File: config.mk
export PLATFORM = sky130hd
export DESIGN_NAME = mux_rr_reg
export DESIGN_NICKNAME = d
export VERILOG_FILES = /design/src/rtl/scpu_pkg.sv /design/src/rtl/rr_arbiter.sv /design/src/rtl/mux_rr_reg.sv
export SDC_FILE = /design/constraint.sdc
export NUM_CORES = 1
export LEC_CHECK = 0
export ABC_AREA = 1
export BUFFER_PORTS_ARGS = -buffer_cell sky130_fd_sc_hd__buf_2
export CAP_MARGIN = 20
export CORE_MARGIN = 5
export CORE_UTILIZATION = 45
export DETAILED_ROUTE_END_ITERATION = 10
export PLACE_DENSITY = 0.95
export SYNTH_ARGS = -nofsm -noshare
export SYNTH_HDL_FRONTEND = slang
export SYNTH_SLANG_ARGS = --single-unit
File: constraint.sdc
create_clock -name clk -period 2.5 [get_ports clk]
set_clock_uncertainty 0.2 [all_clocks]
set_input_delay 0.25 -clock clk [delete_from_list [all_inputs] [get_ports clk]]
set_output_delay 0.25 -clock clk [all_outputs]
set_load 0.005 [all_outputs]
File: src/rtl/scpu_pkg.sv
// Shared scpu datapath definitions: selector modes and a one-hot index helper.
package scpu_pkg;

    localparam int MODE_SEL = 0;
    localparam int MODE_RR  = 1;

    // Index of the set bit of a one-hot vector of up to 16 channels; 0 if none set.
    function automatic int onehot_to_idx(input logic [15:0] oh);
        int idx;
        idx = 0;
        for (int i = 0; i < 16; i++) begin
            if (oh[i]) idx = idx | i;
        end
        return idx;
    endfunction

endpackage

File: src/rtl/rr_arbiter.sv
// Combinational round-robin arbiter: first requester after ptr wins, wrapping modulo N_CH.
module rr_arbiter
    import scpu_pkg::*;
#(
    parameter int N_CH  = 4,
    parameter int SEL_W = $clog2(N_CH)
) (
    input  logic [N_CH-1:0]  req,
    input  logic [SEL_W-1:0] ptr,
    output logic [N_CH-1:0]  gnt,
    output logic [SEL_W-1:0] idx
);

    logic [SEL_W:0]  sh;
    logic [N_CH-1:0] rot;
    logic [N_CH-1:0] first;

    // Rotate so channel ptr+1 sits at bit 0, take the lowest set bit, rotate back.
    always_comb begin
        sh    = {1'b0, ptr} + (SEL_W+1)'(1);
        rot   = N_CH'({req, req} >> sh);
        first = rot & (~rot + 1'b1);
        gnt   = N_CH'(({first, first} << sh) >> N_CH);
        idx   = SEL_W'(onehot_to_idx(16'(gnt)));
    end

endmodule

File: src/rtl/mux_rr_reg.sv
// N-channel selector (explicit select or round-robin) feeding a valid/ready output register.
module mux_rr_reg
    import scpu_pkg::*;
#(
    parameter int WIDTH = 32,
    parameter int N_CH  = 4,
    parameter int MODE  = 0,
    localparam int SEL_W = $clog2(N_CH)
) (
    input  logic                  clk,
    input  logic                  rst_n,
    input  logic [N_CH-1:0]       in_valid,
    output logic [N_CH-1:0]       in_ready,
    input  logic [N_CH*WIDTH-1:0] in_data,
    input  logic [SEL_W-1:0]      sel,
    output logic                  out_valid,
    input  logic                  out_ready,
    output logic [WIDTH-1:0]      out_data,
    output logic [SEL_W-1:0]      out_ch
);

    logic             load;
    logic [N_CH-1:0]  grant;
    logic [SEL_W-1:0] win_idx;
    logic [WIDTH-1:0] win_data;

    assign load     = ~out_valid | out_ready;
    assign in_ready = grant & {N_CH{load}};

    generate
        if (MODE == MODE_RR) begin : g_rr
            logic [SEL_W-1:0] rr_ptr;

            rr_arbiter #(.N_CH(N_CH), .SEL_W(SEL_W)) u_arb (
                .req (in_valid),
                .ptr (rr_ptr),
                .gnt (grant),
                .idx (win_idx)
            );

            // Pointer only moves on an accepted beat so stalls keep the rotation intact.
            always_ff @(posedge clk or negedge rst_n) begin
                if (!rst_n)             rr_ptr <= SEL_W'(N_CH - 1);
                else if (load && |grant) rr_ptr <= win_idx;
            end
        end else begin : g_sel
            always_comb begin
                grant   = '0;
                win_idx = sel;
                if (int'(sel) < N_CH && in_valid[sel]) grant[sel] = 1'b1;
            end
        end
    endgenerate

    always_comb begin
        win_data = '0;
        for (int i = 0; i < N_CH; i++) begin
            if (grant[i]) win_data = in_data[i*WIDTH +: WIDTH];
        end
    end

    always_ff @(posedge clk or negedge rst_n) begin
        if (!rst_n) begin
            out_valid <= 1'b0;
            out_data  <= '0;
            out_ch    <= '0;
        end else if (load) begin
            out_valid <= |grant;
            if (|grant) begin
                out_data <= win_data;
                out_ch   <= win_idx;
            end
        end
    end

endmodule

Word-level counts from Yosys, hierarchy flattened:

Cells that the tools add are included.

* register bits after elaboration: 35
* input bits: 137
* output and inout port bits: 39

* $lt $le $gt $ge: 2
* multiplexer cells: 9
* bitwise operators: 3
* reduce and logical (&&, ||, !) cells: 3

Operator list (count)
* two-way mux 32 bit: 4
* AND 4 bit: 1
* two-way mux 4 bit: 1
* OR reduction 4 bit: 1
* < comparator 2 x 3 -> 1 bit, second input constant: 1
* binary-select mux 1 bit (select 2 bit): 1
* demux 1 bit (select 2 bit): 1
* greater-or-equal comparator 2 x 1 -> 1 bit, second input constant: 1
* two-way mux 1 bit: 2
* AND reduction 2 bit: 1
* logical AND 1 bit: 1
* NOT 1 bit: 1
* bitwise OR 1 bit: 1

Depth between registers and ports, before layout:

Gate-level depths: netlist of run 1.

* depth in word-level cells: 9
* depth in mapped cells: 8

Least setup slack after synthesis of run 1:

No wires, ideal clock.

* kind: register to register
* start point: register out_valid
* end point: register out_ch[0]
* library setup time: 0.065 ns
* arrival: 1.160 ns
* required time: 2.235 ns
* setup slack: 1.075 ns
* cell stages (with the launch flop): 8
* buffers on the path: 1
* period minus slack after synthesis: 1.425 ns
* cells stage by stage: dfrtp_1 > inv_2 > nor2_2 > clkinv_1 > o21ai_4 > buf_4 > nand2_1 > nand2_1

* cells in the longest elaborated chain, start to end: 3

RTL lines
* from (decl): RTL line mux_rr_reg.sv:16 `output logic out_valid,`
* from (signal assigned): RTL line mux_rr_reg.sv:68 `out_valid <= |grant;`
* NOT 1 bit: RTL line mux_rr_reg.sv:27 `assign load = ~out_valid | out_ready;`
* bitwise OR 1 bit: RTL line mux_rr_reg.sv:27
* AND reduction 2 bit (no line)
* to (signal assigned): RTL line mux_rr_reg.sv:71 `out_ch <= win_idx;`
* to (decl): RTL line mux_rr_reg.sv:19 `output logic [SEL_W-1:0] out_ch`

Every way passes these cells.
A chain may end at the register's enable or synchronous reset.

Final worst setup path of run 1:

* start point: register out_valid
* end point: register out_data[14]

* cells in the longest elaborated chain, start to end: 3

RTL lines
* NOT 1 bit: RTL line mux_rr_reg.sv:27
* bitwise OR 1 bit: RTL line mux_rr_reg.sv:27
* AND reduction 2 bit (no line)
* to (signal assigned): RTL line mux_rr_reg.sv:70 `out_data <= win_data;`
* to (decl): RTL line mux_rr_reg.sv:18 `output logic [WIDTH-1:0] out_data,`

Every way passes these cells.

==> results of run 1 <==
## registers in the layout, summed over array words and instances, names as in the netlist
register and flops:
out_valid 1, out_ch 2, out_data 32
## cell usage after synthesis
master | n | area, µm²
nor2_4 | 1 | 11.3
nor2_1 | 4 | 15.0
nor2_2 | 3 | 18.8
nand2_1 | 105 | 394
buf_2 | 12 | 60.1
inv_2 | 3 | 11.3
o21ai_4 | 1 | 16.3
dfrtp_1 | 35 | 876
nand3_1 | 35 | 175
buf_4 | 6 | 45.0
clkbuf_1 | 26 | 97.6
nand4_1 | 128 | 801
buf_1 | 1 | 3.75
clkinv_1 | 1 | 3.75
nand2_2 | 1 | 6.26
## critical path, delay by kind of cell (launching register included)
family / cells / cell delay (ps)
buffers and inverters: 3 / 460
DFF: 1 / 370
and+or+nand+nor: 3 / 370
AOI/OAI and AO/OA: 1 / 230
## routing by layer
| metal | GRT usage, % | up-vias | wire (µm) | part of all wire, % |
|---|---|---|---|---|
| met1 | 31.9 | 1614 | 3810 | 37 |
| met3 | 6.60 | 53 | 1160 | 11 |
| met4 | 12.7 | 0 | 388 | 3.8 |
| met5 | 0 | - | 0 | 0 |
| met2 | 44.9 | 277 | 4900 | 48 |
| li1 | - | 1636 | - | - |
## repair_timing
action	CTS	global route
endpoints found under the hold margin	35	0
hold buffers	1	0
setup buffers	0	0
## power breakdown
group	total, W	switching, W	internal [W]
registers	0.000734	0.0000651	0.000669
logic	0.000579	0.000332	0.000247
clock network	0.000433	0.000182	0.000251
## metrics by stage
step | total power (W) | hold WS (ps) | worst slack [ps] | area (µm²) | cells
after floorplan | 0.00101 | -246 | 1070 | 2530 | 362
after global placement | 0.00129 | 152 | 719 | 3400 | 576
after detailed placement | 0.00131 | 168 | 635 | 3400 | 576
after CTS | 0.00175 | 101 | 808 | 3510 | 585
after global routing | 0.00185 | 113 | 700 | 3510 | 585
final | 0.00175 | 107 | 786 | 3510 | 585
## layout make-up
type                    count  share of cell area, %
multi-input cells         278                   41.0
flip-flops and latches     35                   25.0
inverters                   4                  0.428
repair buffers            188                   28.2
clock buffers               8                   2.85
well taps                  72                   2.57
## cell families after synthesis
kind of cell / count (synthesis)
AO/OA/AOI/OAI: 1
buffers and inverters: 49
AND/OR/NAND/NOR: 277
flip-flops: 35
## worst max path at each step
stage	slack, ps	end
6_report	790	out_data[14]
5_1_grt	700	out_data[15]
4_1_cts	810	out_data[14]
3_5_place_dp	630	out_data[21]
3_3_place_gp	720	out_data[16]
2_1_floorplan	1070	out_ch[0]
==> flow_summary.json, run 1 <==
{
  "n_antenna_cell": 0,
  "coreArea_um2": 5510,
  "seq_area_um2": 876,
  "clock_tree.htree_level_count": 2,
  "tritoncts": "done",
  "yosys_warnings": 0,
  "vias": 3580,
  "grt_pass1_vias": 3555,
  "syn_area_um2": 2530,
  "hold_depth": 5,
  "rr_worst_depth": 7,
  "startpoint": "out_valid",
  "rsz0062_at_grt": "false",
  "synth_xor_area_share_pct": 0,
  "multiInputGateArea_um2": 1440,
  "place.gp.congestion": 0.903,
  "drv_slew": 0,
  "worst_path_max_delay_cell": "dfrtp_1",
  "reg2reg_from": "out_valid",
  "grt-ovfl-total": 0,
  "drt-initial-drc-count": 266,
  "synthAdderAreaFrac_pct": 0,
  "ys_seq_elements": 35,
  "min_to": "out_data[22]",
  "endpoint_kind": "flop",
  "initial_core_util_pct": 46.0,
  "criticalPathCategory": "reg2reg",
  "insertion_delay_ps": 270,
  "timing.fmax_mhz": 584,
  "status": "finished, final reports clean",
  "critical_path_required_ps": 2510,
  "grt_antenna_before_repair": 0,
  "power.leakage_nw": 1.88,
  "path_common_cell": "nand2_1",
  "period_share_pct": 68.5,
  "root_buffer": "clkbuf_8",
  "cts_buffers": 5,
  "synth-compound-area-share_pct": 0.642,
  "finalSetupViolCount": 0,
  "cp.arrival_ps": 1720,
  "period_minus_slack_ps": 1710,
  "grtUsageTotal_pct": 26.7,
  "die_w_um": 85.1,
  "viasPerCell": 6.12,
  "ys_seq_area_share_pct": 34.6,
  "yosys.area_share.simple_pct": 56.1,
  "powerDensity_nw_per_um2": 498,
  "cts.sinks": 35,
  "die_area_um2": 7230,
  "wire_per_inst_um": 17.5,
  "relSlewSlack_pct": 48.2,
  "area_growth_pct": 38.4,
  "hpwl_um": 7200,
  "synth_area_per_cell_um2": 7.00,
  "tightest_slew_ps": 776,
  "final_common_cell": "buf_2",
  "clk_path_buf_depth": 2,
  "syn-num-nets": 499,
  "num-nets-final": 649,
  "ir_worst_vdd_v": 0.000307,
  "core.rowCount": 27,
  "cp_cell_sequence": "inv_2 > nor2_2 > clkinv_1 > o21ai_4 > buf_12 > nand2_1 > nand2_1",
  "cts_resized": 0,
  "reg2reg_to": "out_data[14]",
  "synth_cells": 362,
  "grt_max_degree": 36,
  "critical_path.max_fanout": 18,
  "fp.dieH_um": 85.1,
  "dr.pass1.iters": 5,
  "grt_pass1_wl_um": 16100,
  "cpPeakStageDelay_ps": 370,
  "clk_pin_slew_ps": 70,
  "drc": 0,
  "hp-start": "in_data[22]",
  "io_buffer_count": 175,
  "start_kind": "flop",
  "synth_cell_types": 15,
  "r2r_setup_slack_ps": 790,
  "synth_top_family_by_area": "simple AND/OR/NAND/NOR gates",
  "layout_common_cells": "175 x buf_2, 128 x nand4_1, 105 x nand2_1",
  "pin_count": 176,
  "routed_wl_um": 10300,
  "synth.area.mux_share_pct": 0,
  "hold_path.class": "in2reg",
  "hold_violations": 0,
  "drtAntennaViolNets": 0,
  "final_util_pct": 63.7,
  "cap_violations": 0,
  "fillers": 510,
  "finalSetupTns_ps": 0,
  "drive_gt1_share_pct": 39.6
}
(Power assumes the default switching activity.)
==> run 2: changes to the inputs <==
CORE_UTILIZATION = 42   (was 45)
PLACE_DENSITY = 0.9   (was 0.95)
clock period = 1.63 ns   (was 2.5 ns; I/O delays follow)
==> run 2 against run 1 <==
  * Register-to-register slack worse by 630 ps
  * Die area is 6.3% higher
  * Largest power group unchanged
  * Via count rose by 0.50%
  * Sequential power grew 53%
  * Sequential share of layout area down 0.51 points
  * Design area up 2.1%
  * First-iteration DRC count grew 32%
  * Critical path depth is 1 lower
  * Routed wire length fell by 1.9%
  * Flip-flop and latch count unchanged
  * Power grew 55%
==> flow_summary.json, run 2 (same netlist as run 1, synthesis figures left out) <==
{
  "grt_antenna_before_repair": 0,
  "drive_gt1_share_pct": 40.5,
  "stdcell_count": 596,
  "critical_path_required_ps": 1650,
  "root_buffer": "clkbuf_8",
  "insertion_delay_ps": 270,
  "critical_path.max_fanout": 17,
  "dp_cells": 584,
  "hold_violations": 0,
  "initial_core_util_pct": 43.1,
  "drtAntennaViolNets": 0,
  "grt_pass1_wl_um": 15200,
  "status": "finished, final reports clean",
  "cts_buffers": 5,
  "top_register": "out_data",
  "cts.sinks": 35,
  "clock_tree.htree_level_count": 2,
  "fp.dieH_um": 87.7,
  "n_antenna_cell": 0,
  "core.rowCount": 28,
  "die_w_um": 87.7,
  "final_common_cell": "buf_2",
  "period_minus_slack_ps": 1470,
  "power.leakage_nw": 1.92,
  "place.gp.congestion": 0.829,
  "endpoint_kind": "flop",
  "cap_violations": 0,
  "drc": 0,
  "period_share_pct": 90.5,
  "drv_slew": 0,
  "grtUsageTotal_pct": 24.4,
  "clk_pin_slew_ps": 70,
  "tightest_slew_ps": 472,
  "powerDensity_nw_per_um2": 756,
  "vias": 3598,
  "worst_path_max_delay_cell": "dfrtp_1",
  "relSlewSlack_pct": 68.5,
  "hold_path.class": "in2reg",
  "r2r_setup_slack_ps": 160,
  "wire_per_inst_um": 16.9,
  "routed_wl_um": 10100,
  "area_growth_pct": 41.2,
  "hpwl_um": 7000,
  "timing.fmax_mhz": 678,
  "cpPeakStageDelay_ps": 390,
  "io_buffer_count": 175,
  "viasPerCell": 6.04,
  "drt-initial-drc-count": 351,
  "pin_count": 176,
  "power.total_w": 0.00271,
  "start_kind": "flop",
  "rsz0062_at_grt": "false",
  "cp.arrival_ps": 1490,
  "criticalPathCategory": "reg2reg",
  "ir_worst_vdd_v": 0.000339,
  "die_area_um2": 7690,
  "grt-ovfl-total": 0,
  "dr.pass1.iters": 6,
  "finalSetupViolCount": 0,
  "tritoncts": "done",
  "grt_pass1_vias": 3431,
  "layout_common_cells": "175 x buf_2, 128 x nand4_1, 105 x nand2_1",
  "grt_max_degree": 36,
  "clk_path_buf_depth": 2,
  "largest_reg_flops": 32,
  "top_regs": "out_data x32, out_ch x2, out_valid x1",
  "coreArea_um2": 5890,
  "num-nets-final": 657,
  "cp_cell_sequence": "inv_2 > nor2_4 > buf_4 > nor2_4 > nand2_1 > nand2_1"
}
[run 2: timing repair]
item                                   4_1_cts  5_1_grt
setup endpoints to repair                    0       34
hold buffers                                 1        0
gates resized for setup                      0        2
endpoints found under the hold margin       17        0
buffers inserted                             0        2
[run 2: per-stage QoR]
stage / TNS [ps] / worst slack (ps) / util [%] / instance area (µm²) / hold slack (ps)
4_1_cts: 0 / 50.6 / 60.3 / 3550 / 12.9
6_report: 0 / 156 / 60.8 / 3580 / 14.4
5_1_grt: 0 / 23.5 / 60.8 / 3580 / 16.9
2_1_floorplan: 0 / 205 / - / 2530 / -333
3_5_place_dp: -3430 / -131 / 58.4 / 3440 / -78.2
3_3_place_gp: -868 / -40.4 / 58.4 / 3440 / -93.0
[run 2: worst paths after layout]
kind | start | endpoint | depth (start not counted)
max | out_valid | out_data[5] | 6
min | out_ready | out_valid | 4
max reg2reg | out_valid | out_data[5] | 6
min reg2reg | out_data[28] | out_data[28] | 2
max in group asynchronous | rst_n | out_data[22] | 3
min in group asynchronous | rst_n | out_valid | 2
[run 2: worst max-delay path: cells and delay by family, from the launching register on]
kind                   cells  cell delay [ps]
AND/OR/NAND/NOR            4              610
buffers and inverters      2              210
flip-flops                 1              390
[run 2: power by group]
part | leakage (nW) | internal, W | total [W] | switching, W
registers | 0.457 | 0.00103 | 0.00112 | 0.0000924
logic | 1.41 | 0.000397 | 0.000917 | 0.000521
clock network | 0.0515 | 0.000385 | 0.000672 | 0.000286
[run 2: routing by layer]
metal	global-route usage, %	up-vias	wire (µm)	part of all wire (%)
met5	0	-	0	0
met2	43.5	262	4890	49
met3	5.64	35	1160	12
met1	28.8	1647	3770	37
li1	-	1654	-	-
met4	7.67	0	250	2.5
[run 2: area by class of cell]
type                    count  area [µm²]
fillers                   543        2310
multi-input cells         279        1450
repair buffers            195        1040
flip-flops and latches     35         876
clock buffers               8         100
well taps                  75        93.8
inverters                   4        15.0
